[src/rtl/xrv_pkg.sv]
// Shared RV32I decode definitions: opcode constants, op one-hot bit positions
// and the decoded-instruction record held in the decode output register.
package xrv_pkg;

    localparam logic [6:0] OP_LUI    = 7'b0110111;
    localparam logic [6:0] OP_AUIPC  = 7'b0010111;
    localparam logic [6:0] OP_JAL    = 7'b1101111;
    localparam logic [6:0] OP_JALR   = 7'b1100111;
    localparam logic [6:0] OP_BRANCH = 7'b1100011;
    localparam logic [6:0] OP_LOAD   = 7'b0000011;
    localparam logic [6:0] OP_STORE  = 7'b0100011;
    localparam logic [6:0] OP_IMM    = 7'b0010011;
    localparam logic [6:0] OP_REG    = 7'b0110011;

    localparam int OP_W = 9;

    typedef enum logic [3:0] {
        OPB_LUI    = 4'd0,
        OPB_AUIPC  = 4'd1,
        OPB_JAL    = 4'd2,
        OPB_JALR   = 4'd3,
        OPB_BRANCH = 4'd4,
        OPB_LOAD   = 4'd5,
        OPB_STORE  = 4'd6,
        OPB_IMM    = 4'd7,
        OPB_REG    = 4'd8
    } op_bit_e;

    typedef struct packed {
        logic [OP_W-1:0] op;
        logic            is_compressed;
        logic [31:0]     imm_signed;
        logic [31:0]     imm_unsigned;
        logic [4:0]      src1;
        logic [4:0]      src2;
        logic [4:0]      dest;
        logic [7:0]      funct3;
        logic            funct7_bit5;
        logic            pred_taken;
        logic            illegal;
    } dec_t;

    function automatic logic [7:0] funct3_onehot(input logic [2:0] f3);
        return 8'h01 << f3;
    endfunction

endpackage

[src/rtl/xrv_imm_gen.sv]
// Combinational RV32I classifier: opcode one-hot, sign/zero-extended immediate
// and illegal-encoding flag for one 32-bit instruction word.
module xrv_imm_gen
    import xrv_pkg::*;
#(
    parameter bit ILLEGAL_CHECK = 1'b1
) (
    input  logic [31:0]     inst,
    output logic [31:0]     imm_signed,
    output logic [31:0]     imm_unsigned,
    output logic [OP_W-1:0] op,
    output logic            illegal
);

    logic known_s;

    // The opcode field includes inst[1:0], so a non-11 low pair never matches.
    always_comb begin
        imm_signed   = 32'h0000_0000;
        imm_unsigned = 32'h0000_0000;
        op           = 9'h000;
        known_s      = 1'b1;
        case (inst[6:0])
            OP_LUI, OP_AUIPC: begin
                imm_signed   = {inst[31:12], 12'h000};
                imm_unsigned = {inst[31:12], 12'h000};
                if (inst[6:0] == OP_LUI) begin
                    op[OPB_LUI] = 1'b1;
                end else begin
                    op[OPB_AUIPC] = 1'b1;
                end
            end
            OP_JAL: begin
                imm_signed   = {{11{inst[31]}}, inst[31], inst[19:12], inst[20], inst[30:21], 1'b0};
                imm_unsigned = {11'h000, inst[31], inst[19:12], inst[20], inst[30:21], 1'b0};
                op[OPB_JAL]  = 1'b1;
            end
            OP_JALR, OP_LOAD, OP_IMM: begin
                imm_signed   = {{20{inst[31]}}, inst[31:20]};
                imm_unsigned = {20'h00000, inst[31:20]};
                if (inst[6:0] == OP_JALR) begin
                    op[OPB_JALR] = 1'b1;
                end else if (inst[6:0] == OP_LOAD) begin
                    op[OPB_LOAD] = 1'b1;
                end else begin
                    op[OPB_IMM] = 1'b1;
                end
            end
            OP_BRANCH: begin
                imm_signed     = {{19{inst[31]}}, inst[31], inst[7], inst[30:25], inst[11:8], 1'b0};
                imm_unsigned   = {19'h00000, inst[31], inst[7], inst[30:25], inst[11:8], 1'b0};
                op[OPB_BRANCH] = 1'b1;
            end
            OP_STORE: begin
                imm_signed    = {{20{inst[31]}}, inst[31:25], inst[11:7]};
                imm_unsigned  = {20'h00000, inst[31:25], inst[11:7]};
                op[OPB_STORE] = 1'b1;
            end
            OP_REG: begin
                op[OPB_REG] = 1'b1;
            end
            default: begin
                known_s = 1'b0;
            end
        endcase
    end

    // Illegal flag is only meaningful when checking is built in.
    always_comb begin
        if (ILLEGAL_CHECK) begin
            illegal = ~known_s;
        end else begin
            illegal = 1'b0;
        end
    end

endmodule

[src/rtl/xrv_id_pipe.sv]
// RV32I decode stage with valid/ready on both sides, early JAL / backward-branch
// redirect to fetch and discard of the wrong-path shadow instructions.
module xrv_id_pipe
    import xrv_pkg::*;
#(
    parameter bit          BRANCH_PREDICT = 1'b1,
    parameter int unsigned SHADOW         = 1,
    parameter bit          ILLEGAL_CHECK  = 1'b1
) (
    input  logic            clk,
    input  logic            rstb,
    input  logic            flush,
    input  logic            in_valid,
    output logic            in_ready,
    input  logic [31:0]     inst,
    input  logic [31:0]     inst_pc,
    input  logic            inst_is_compressed,
    output logic            redir_valid,
    output logic [31:0]     redir_addr,
    output logic            out_valid,
    input  logic            out_ready,
    output logic [31:0]     out_pc,
    output logic [OP_W-1:0] op,
    output logic            op_is_compressed,
    output logic [31:0]     imm_signed,
    output logic [31:0]     imm_unsigned,
    output logic [4:0]      src1,
    output logic [4:0]      src2,
    output logic [4:0]      dest,
    output logic [7:0]      funct3,
    output logic            funct7_bit5,
    output logic            pred_taken,
    output logic            illegal
);

    localparam logic [1:0] SHADOW_LD = 2'(SHADOW);

    logic [31:0]     gen_imm_signed_s;
    logic [31:0]     gen_imm_unsigned_s;
    logic [OP_W-1:0] gen_op_s;
    logic            gen_illegal_s;

    logic accept_s;
    logic fwd_s;
    logic bwd_branch_s;
    logic trigger_s;

    logic        out_valid_q,   out_valid_d;
    logic        redir_valid_q, redir_valid_d;
    logic [31:0] redir_addr_q,  redir_addr_d;
    logic [1:0]  shadow_q,      shadow_d;
    logic [31:0] pc_q,          pc_d;
    dec_t        dec_q,         dec_d;

    xrv_imm_gen #(
        .ILLEGAL_CHECK (ILLEGAL_CHECK)
    ) u_imm_gen (
        .inst         (inst),
        .imm_signed   (gen_imm_signed_s),
        .imm_unsigned (gen_imm_unsigned_s),
        .op           (gen_op_s),
        .illegal      (gen_illegal_s)
    );

    assign in_ready     = ~out_valid_q | out_ready;
    assign accept_s     = in_valid & in_ready & ~flush;
    assign fwd_s        = accept_s & (shadow_q == 2'd0);
    assign bwd_branch_s = BRANCH_PREDICT & gen_op_s[OPB_BRANCH] & gen_imm_signed_s[31];
    assign trigger_s    = fwd_s & (gen_op_s[OPB_JAL] | bwd_branch_s);

    // Shadow instructions are consumed from fetch but never reach EX or redirect.
    always_comb begin
        out_valid_d   = out_valid_q;
        redir_valid_d = 1'b0;
        redir_addr_d  = redir_addr_q;
        shadow_d      = shadow_q;
        if (flush) begin
            out_valid_d = 1'b0;
            shadow_d    = 2'd0;
        end else begin
            if (fwd_s) begin
                out_valid_d = 1'b1;
            end else if (out_ready) begin
                out_valid_d = 1'b0;
            end else begin
                out_valid_d = out_valid_q;
            end
            if (trigger_s) begin
                redir_valid_d = 1'b1;
                redir_addr_d  = inst_pc + gen_imm_signed_s;
                shadow_d      = SHADOW_LD;
            end else if (accept_s && (shadow_q != 2'd0)) begin
                shadow_d = shadow_q - 2'd1;
            end else begin
                shadow_d = shadow_q;
            end
        end
    end

    // Payload captures only instructions that are actually forwarded.
    always_comb begin
        pc_d  = pc_q;
        dec_d = dec_q;
        if (fwd_s) begin
            pc_d                = inst_pc;
            dec_d.op            = gen_op_s;
            dec_d.is_compressed = inst_is_compressed;
            dec_d.imm_signed    = gen_imm_signed_s;
            dec_d.imm_unsigned  = gen_imm_unsigned_s;
            dec_d.src1          = inst[19:15];
            dec_d.src2          = inst[24:20];
            dec_d.dest          = inst[11:7];
            dec_d.funct3        = funct3_onehot(inst[14:12]);
            dec_d.funct7_bit5   = inst[30];
            dec_d.pred_taken    = bwd_branch_s;
            dec_d.illegal       = gen_illegal_s;
        end else begin
            pc_d  = pc_q;
            dec_d = dec_q;
        end
    end

    // State and output registers.
    always_ff @(posedge clk or negedge rstb) begin
        if (!rstb) begin
            out_valid_q   <= 1'b0;
            redir_valid_q <= 1'b0;
            redir_addr_q  <= 32'h0000_0000;
            shadow_q      <= 2'd0;
            pc_q          <= 32'h0000_0000;
            dec_q         <= '0;
        end else begin
            out_valid_q   <= out_valid_d;
            redir_valid_q <= redir_valid_d;
            redir_addr_q  <= redir_addr_d;
            shadow_q      <= shadow_d;
            pc_q          <= pc_d;
            dec_q         <= dec_d;
        end
    end

    assign out_valid        = out_valid_q;
    assign redir_valid      = redir_valid_q;
    assign redir_addr       = redir_addr_q;
    assign out_pc           = pc_q;
    assign op               = dec_q.op;
    assign op_is_compressed = dec_q.is_compressed;
    assign imm_signed       = dec_q.imm_signed;
    assign imm_unsigned     = dec_q.imm_unsigned;
    assign src1             = dec_q.src1;
    assign src2             = dec_q.src2;
    assign dest             = dec_q.dest;
    assign funct3           = dec_q.funct3;
    assign funct7_bit5      = dec_q.funct7_bit5;
    assign pred_taken       = dec_q.pred_taken;
    assign illegal          = dec_q.illegal;

endmodule

[config.mk]
export PLATFORM = sky130hd
export DESIGN_NAME = xrv_id_pipe
export DESIGN_NICKNAME = d
export VERILOG_FILES = /design/src/rtl/xrv_pkg.sv /design/src/rtl/xrv_imm_gen.sv /design/src/rtl/xrv_id_pipe.sv
export SDC_FILE = /design/constraint.sdc
export NUM_CORES = 1
export LEC_CHECK = 0
export BUFFER_PORTS_ARGS = -buffer_cell sky130_fd_sc_hd__buf_2
export CAP_MARGIN = 20
export CORE_MARGIN = 3
export CORE_UTILIZATION = 52
export CTS_BUF_LIST = sky130_fd_sc_hd__clkbuf_8 sky130_fd_sc_hd__clkbuf_16
export DETAILED_ROUTE_END_ITERATION = 8
export PLACE_DENSITY = 0.8
export SKIP_CTS_REPAIR_TIMING = 1
export SLEW_MARGIN = 5
export SYNTH_ARGS = -nofsm -noshare
export SYNTH_HDL_FRONTEND = slang
export SYNTH_SLANG_ARGS = --single-unit
[constraint.sdc]
create_clock -name clk -period 2.5 [get_ports clk]
set_input_delay 0.125 -clock clk [delete_from_list [all_inputs] [get_ports clk]]
set_output_delay 0.125 -clock clk [all_outputs]
set_load 0.02 [all_outputs]
# Yosys cells after proc, flatten, opt, wreduce, memory -nomap -nowiden

Cells that the tools add are included.

Output and inout bits: 167
Word-level logic and storage cells: 73
Flip-flop bits (word level): 168

Bitwise logic cells: 10
Mux-type cells: 26
Add/sub/neg operators: 2
Shift-type cells: 1
Equality and inequality tests: 9
Reduce and logical (&&, ||, !) cells: 9

Operator list:

| cell                  | number |
|---|---|
| $pmux W32 S5          | 2 |
| $add A32 B32 Y32      | 1 |
| $eq A7 B6 Y1 const B  | 3 |
| $eq A7 B7 Y1 const B  | 3 |
| $mux W1               | 20 |
| $eq A7 B5 Y1 const B  | 2 |
| $reduce_or A9 Y1      | 1 |
| $mux W2               | 4 |
| $shl A1 B3 Y8 const A | 1 |
| $eq A7 B2 Y1 const B  | 1 |
| $reduce_bool A3 Y1    | 2 |
| $and A1 B1 Y1         | 5 |
| $not A1 Y1            | 3 |
| $reduce_or A3 Y1      | 1 |
| $logic_not A2 Y1      | 1 |
| $or A1 B1 Y1          | 2 |
| $reduce_and A2 Y1     | 1 |
| $reduce_bool A2 Y1    | 1 |
| $reduce_or A2 Y1      | 1 |
| $sub A2 B1 Y2 const B | 1 |
| $logic_and A1 B1 Y1   | 1 |

# Longest topological paths before layout

Depth in word-level cells: 8
Depth in mapped cells: 16
Depth with buffers taken out: 14

# By module

From an unflattened synthesis, not the netlist that was laid out.

Cell total of the unflattened synthesis: 785
Area, all modules: 8,728.4 sq um

Modules (own cells, without submodules):

| module      | area each (sq um) | sequential area each (sq um) | instances | cells an instance |
|---|---|---|---|---|
| xrv_id_pipe | 7,965.1           | 4,204.0                      | 1         | 673 |
| xrv_imm_gen | 763.2             | 0.0                          | 1         | 112 |

# Least setup slack after synthesis

Ideal clock, no wire load.

Path type: input-to-reg
Start: in inst[6]
End: reg redir_addr_q[31], in the netlist redir_addr[31]
Slack: -0.704 ns
Path buffers: 1
Data required time: 2.369 ns
Stages: 13
Setup time: 0.131 ns
Data arrival time: 3.073 ns
Cells stage by stage: buf_6 or4_4 or2_2 nand2b_1 and2_1 ha_1 nor3_1 nor4_1 a21oi_1 a21oi_1 nand3b_1 a32o_1 or3_1

Elaborated cells on any way between the ends: 18

RTL lines:

| element                                              | RTL line           | text |
|---|---|---|
| from (decl)                                          | xrv_id_pipe.sv:15  | `input logic [31:0] inst,` |
| $eq A7 B5 Y1, or another cell as far along           | xrv_imm_gen.sv:23  | `case (inst[6:0])` |
| $reduce_or A3 Y1 or $reduce_or A2 Y1 (tied branches) | xrv_imm_gen.sv:23  |  |
| $pmux W32 S5 (*)                                     | xrv_imm_gen.sv:23  |  |
| named net gen_imm_signed_s[5]                        | xrv_id_pipe.sv:38  | `logic [31:0] gen_imm_signed_s;` |
| $add A32 B32 Y32 (*)                                 | xrv_id_pipe.sv:90  | `redir_addr_d = inst_pc + gen_imm_signed_s;` |
| to (signal assigned)                                 | xrv_id_pipe.sv:135 | `redir_addr_q <= redir_addr_d;` |
| to (decl)                                            | xrv_id_pipe.sv:50  | `logic [31:0] redir_addr_q, redir_addr_d;` |

Mark *: on every way through the listed nets, which the timed path passes. The rest lies on a longest branch.
A chain may end at the register's enable or synchronous reset.

# Worst setup path in the final report

Start: in inst[5]
End: reg redir_addr_q[30], in the netlist redir_addr[30]

The elaborated chain is that of the path after synthesis.

==> tab_implementation.tex <==
\begin{tabular}{lr}
\hline
Metric & Value \\
\hline
\multicolumn{2}{l}{\textbf{Finish}} \\
\quad Post-route cell area & 12100 um\^{}2 \\
\quad Antenna cell count & 0 \\
\quad Relative area change from synthesis to final layout & 51.4\% \\
\quad Fraction of layout instances using a drive strength above 1 & 0.411 \\
\quad Final net count & 1412 \\
\multicolumn{2}{l}{\textbf{Placement}} \\
\quad Detail Placement HPWL & 20.1 mm \\
\quad Worst Setup Slack post-DPL & -0.611 ns \\
\quad GPL Wtd Cong & 0.966 \\
\quad PortBufs & 236 \\
\quad Post-placement cell area & around 11000 um\^{}2 \\
\multicolumn{2}{l}{\textbf{Routing}} \\
\quad Initial DRC count & 754 \\
\quad First-pass detailed-route iteration total & 7 \\
\quad Post-detailed-route DRC marker count & 0 \\
\quad Final wirelength & 28.4 mm \\
\quad Vias per cell & 5.65 \\
\quad Overall via count from detail\_route & roughly 8.5k \\
\quad Number of nets still failing antenna checks after routing & 0 \\
\quad Post-detailed-route wirelength per cell & 18.8 um \\
\multicolumn{2}{l}{\textbf{Setup path}} \\
\quad Worst path arrival time & 3.03 ns \\
\quad Critical Path Max Stage Delay & 0.57 ns \\
\quad Count of buffering cells on the critical path with inverters included & 2 \\
\quad End of the critical path & redir\_addr[30]\$\_DFFE\_PN0P\_ \\
\quad Worst-path cell with the longest stage delay & or4\_4 \\
\quad Worst setup path startpoint & inst[5] \\
\quad Worst reg2reg setup slack & about 0.14 ns \\
\quad Reg-to-reg critical path startpoint & shadow\_q[0]\$\_DFFE\_PN0P\_ \\
\quad R2r worst-path depth & 7 \\
\quad Number of gates on the worst path with buffers counted & 14 \\
\quad R2R Path End & funct3[0]\$\_DFFE\_PN0P\_ \\
\quad Critical path launch point type & input pin \\
\quad Endpoint kind of the worst setup timing path & flip-flop \\
\quad CP Max Fanout & 8 \\
\quad Crit path kind & in2reg \\
\quad Data required time at the worst endpoint & 2.82 ns \\
\quad Top delay family on crit path & simple AND/OR/NAND/NOR gates \\
\quad Crit-path cells & buf\_8 -> or4\_4 -> or2\_4 -> nand2b\_4 -> and2\_4 -> ha\_4 -> buf\_4 -> o21ai\_0 -> a211oi\_2 -> o41ai\_2 -> and3\_4 -> o31ai\_4 -> mux2i\_1 -> nand2\_1 \\
\multicolumn{2}{l}{\textbf{STA}} \\
\quad Worst Slack Setup Final & -0.217 ns \\
\quad Minimum hold slack & -0.0286 ns \\
\quad Number of hold violations in the final report & 4 \\
\quad Maximum operating frequency & 0.368 GHz \\
\quad Number of slew-limit violations in the final report & 0 \\
\quad Setup violation total in the final timing report & 15 \\
\quad Share of the cycle needed by the critical path after routing & 1.09 \\
\quad Unrepaired setup endpoints after global routing & yes \\
\quad Slew HR & 0.488 \\
\quad Transition time at the pin with the least slew margin & 0.768 ns \\
\quad Post-layout min period & 2.72 ns \\
\quad Clock skew after layout & 0.00888 ns \\
\multicolumn{2}{l}{\textbf{Clocking}} \\
\quad Buffer levels on the longest clock path & 2 \\
\quad Root Buffer & clkbuf\_16 \\
\quad H-tree level count & 4 \\
\quad Clk pin slew, worst setup/hold paths & 0.06 ns \\
\quad Clock buffers created by TritonCTS & 17 \\
\quad Clock tree from TritonCTS & yes \\
\quad CTS Sinks & 156 \\
\quad Insertion delay of the later-clocked pin in the worst-skew pair & about 0.44 ns \\
\multicolumn{2}{l}{\textbf{Global routing}} \\
\quad First-pass GRT wire length & 41.0 mm \\
\quad Number of global-route vias before repair & 7776 \\
\quad Leftover overflow at the end of global routing & 0 \\
\quad Pin count of the biggest net entering global routing & 93 \\
\quad Antenna violations before repair & 0 \\
\quad Global router's overall resource usage & 0.315 \\
\multicolumn{2}{l}{\textbf{Logic synthesis}} \\
\quad Proportion of synthesized flip-flops having asynchronous set or reset & 1.00 \\
\quad Count of state elements after synthesis & between 150 and 200 \\
\quad Count leader, synth & nand2\_1 \\
\quad Cell count after synthesis & a little over 900 \\
\quad Net count of the mapped netlist & between 1k and 1.5k \\
\quad Post-synth design cell area & around 8000 um\^{}2 \\
\quad Main area contributors after synthesis & dfrtp\_1 (49\%), nand2\_1 (13\%), ha\_1 (5.0\%) \\
\quad Register area share after synthesis & 0.488 \\
\quad Number of enable flip-flop cells after synthesis & 0 \\
\quad Post-synthesis area per instance & just under 9 um\^{}2 \\
\quad Number of different library cells in the post-synthesis netlist & 65 \\
\quad Cell types with the highest counts after synthesis & nand2\_1 (284), dfrtp\_1 (156), o21ai\_0 (70) \\
\quad Area share of the leading cell type in the synthesized netlist & 0.488 \\
\quad Total of warnings raised by yosys & 0 \\
\quad Library cell occupying the most area in the post-synthesis netlist & dfrtp\_1 \\
\quad Primary FF master, synth & dfrtp\_1 \\
\multicolumn{2}{l}{\textbf{Power and ir drop}} \\
\quad Leak & between 0.006 and 0.007 uW \\
\quad IR Drop Worst-Case VDD & 0.471 mV \\
\quad Power density over the cells & roughly 660 nW/um\^{}2 \\
\multicolumn{2}{l}{\textbf{Die}} \\
\quad Effective utilization at floorplan & 0.541 \\
\quad Placeable core area & approximately 15000 um\^{}2 \\
\quad Site row count & 44 \\
\quad Die Width & 130 um \\
\quad Num ports & 237 \\
\quad Total die area & 16900 um\^{}2 \\
\quad Die H & 130 um \\
\multicolumn{2}{l}{\textbf{Outcome}} \\
\quad Failing checks & negative hold slack, negative setup slack \\
\quad Run status & finished with violations \\
\multicolumn{2}{l}{\textbf{Flow run}} \\
\quad Number of maximum-capacitance violations & 0 \\
\multicolumn{2}{l}{\textbf{Min path}} \\
\quad Min-Delay Path Class & in2reg \\
\hline
\end{tabular}
-- where the power goes --
part           total (uW)  internal, uW  switching, uW
clock                2690          1540           1160
sequential           3130          2910            219
combinational        2160           788           1370
total                7980          5230           2750
-- routing by layer --
layer,track usage,wire length (um)
met2,0.517,14100
met4,0.111,774
met5,0,0
met1,0.417,11400
met3,0.0679,2030
-- through the flow --
| step | instances | setup TNS, ns | total power [uW] | util |
|---|---|---|---|---|
| 6_report | 1506 | -1.45 | 7980 | 0.818 |
| 3_5_place_dp | 1415 | -12.56 | 5190 | 0.714 |
| 2_1_floorplan | 910 | -2.64 | 4300 | - |
| 3_3_place_gp | 1415 | -11.49 | 5140 | 0.714 |
| 4_1_cts | 1447 | -2.10 | 7860 | 0.755 |
| 5_1_grt | 1506 | -2.72 | 8320 | 0.818 |
-- layout make-up --
class	count	area [um^2]
multi-input cells	683	4420
inverters	14	52.6
repair buffers	437	2910
clock inverters	14	169
well taps	184	230
fillers	921	2690
clock buffers	18	439
flip-flops and latches	156	3900
-- layout by cell type, fill, tap and decap left out, drive strengths merged, types with 7 or more instances in the layout --
master	n
a21oi	40
a31oi	26
and2	9
buf	391
clkbuf	18
dfrtp	156
dlygate4sd3	46
ha	32
inv	23
mux2	11
nand2	286
nand2b	7
nand3	20
nand4	9
nor2	48
nor3	14
o211ai	9
o21ai	71
o41ai	8
xnor2	14
xor2	10
-- registers in the layout, indices dropped and copies added (netlist names), 2 cells and up --
register and flops:
dest 5, funct3 8, imm_signed 32, imm_unsigned 20, op 9, out_pc 32
redir_addr 32, shadow_q 2, src1 5, src2 5
-- worst register-to-register path, cell delays in order (launching register included) --
cell and delay (ns):
dfrtp_1 0.37, inv_1 0.09, ha_1 0.21, nand4b_1 0.21, buf_4 0.27, buf_4 0.26, o41ai_1 0.31, dlygate4sd3_1 0.59
-- how the worst min path moves through the flow --
stage               start                      to  slack, ns  depth (start not counted)
2_1_floorplan        rstb     dest[0]$_DFFE_PN0P_      -0.17                          0
3_3_place_gp         rstb  out_pc[22]$_DFFE_PN0P_       0.15                          1
3_5_place_dp         rstb   redir_valid$_DFF_PN0_       0.15                          1
4_1_cts              rstb   redir_valid$_DFF_PN0_      -0.31                          1
5_1_grt        inst_pc[8]   out_pc[8]$_DFFE_PN0P_     -0.002                          3
6_report       inst_pc[8]   out_pc[8]$_DFFE_PN0P_      -0.03                          3
-- logic make-up after synthesis --
family                     count (synthesis)  share of synthesized area
buffers and inverters                     72                     0.0427
and+or+nand+nor                          418                      0.224
DFF                                      156                      0.488
AOI/OAI and AO/OA                        194                      0.148
muxes                                     13                     0.0180
xor gates and xnor gates                  24                     0.0272
adders and majority gates                 33                     0.0525
No activity file was read; power rests on OpenSTA's default activity.
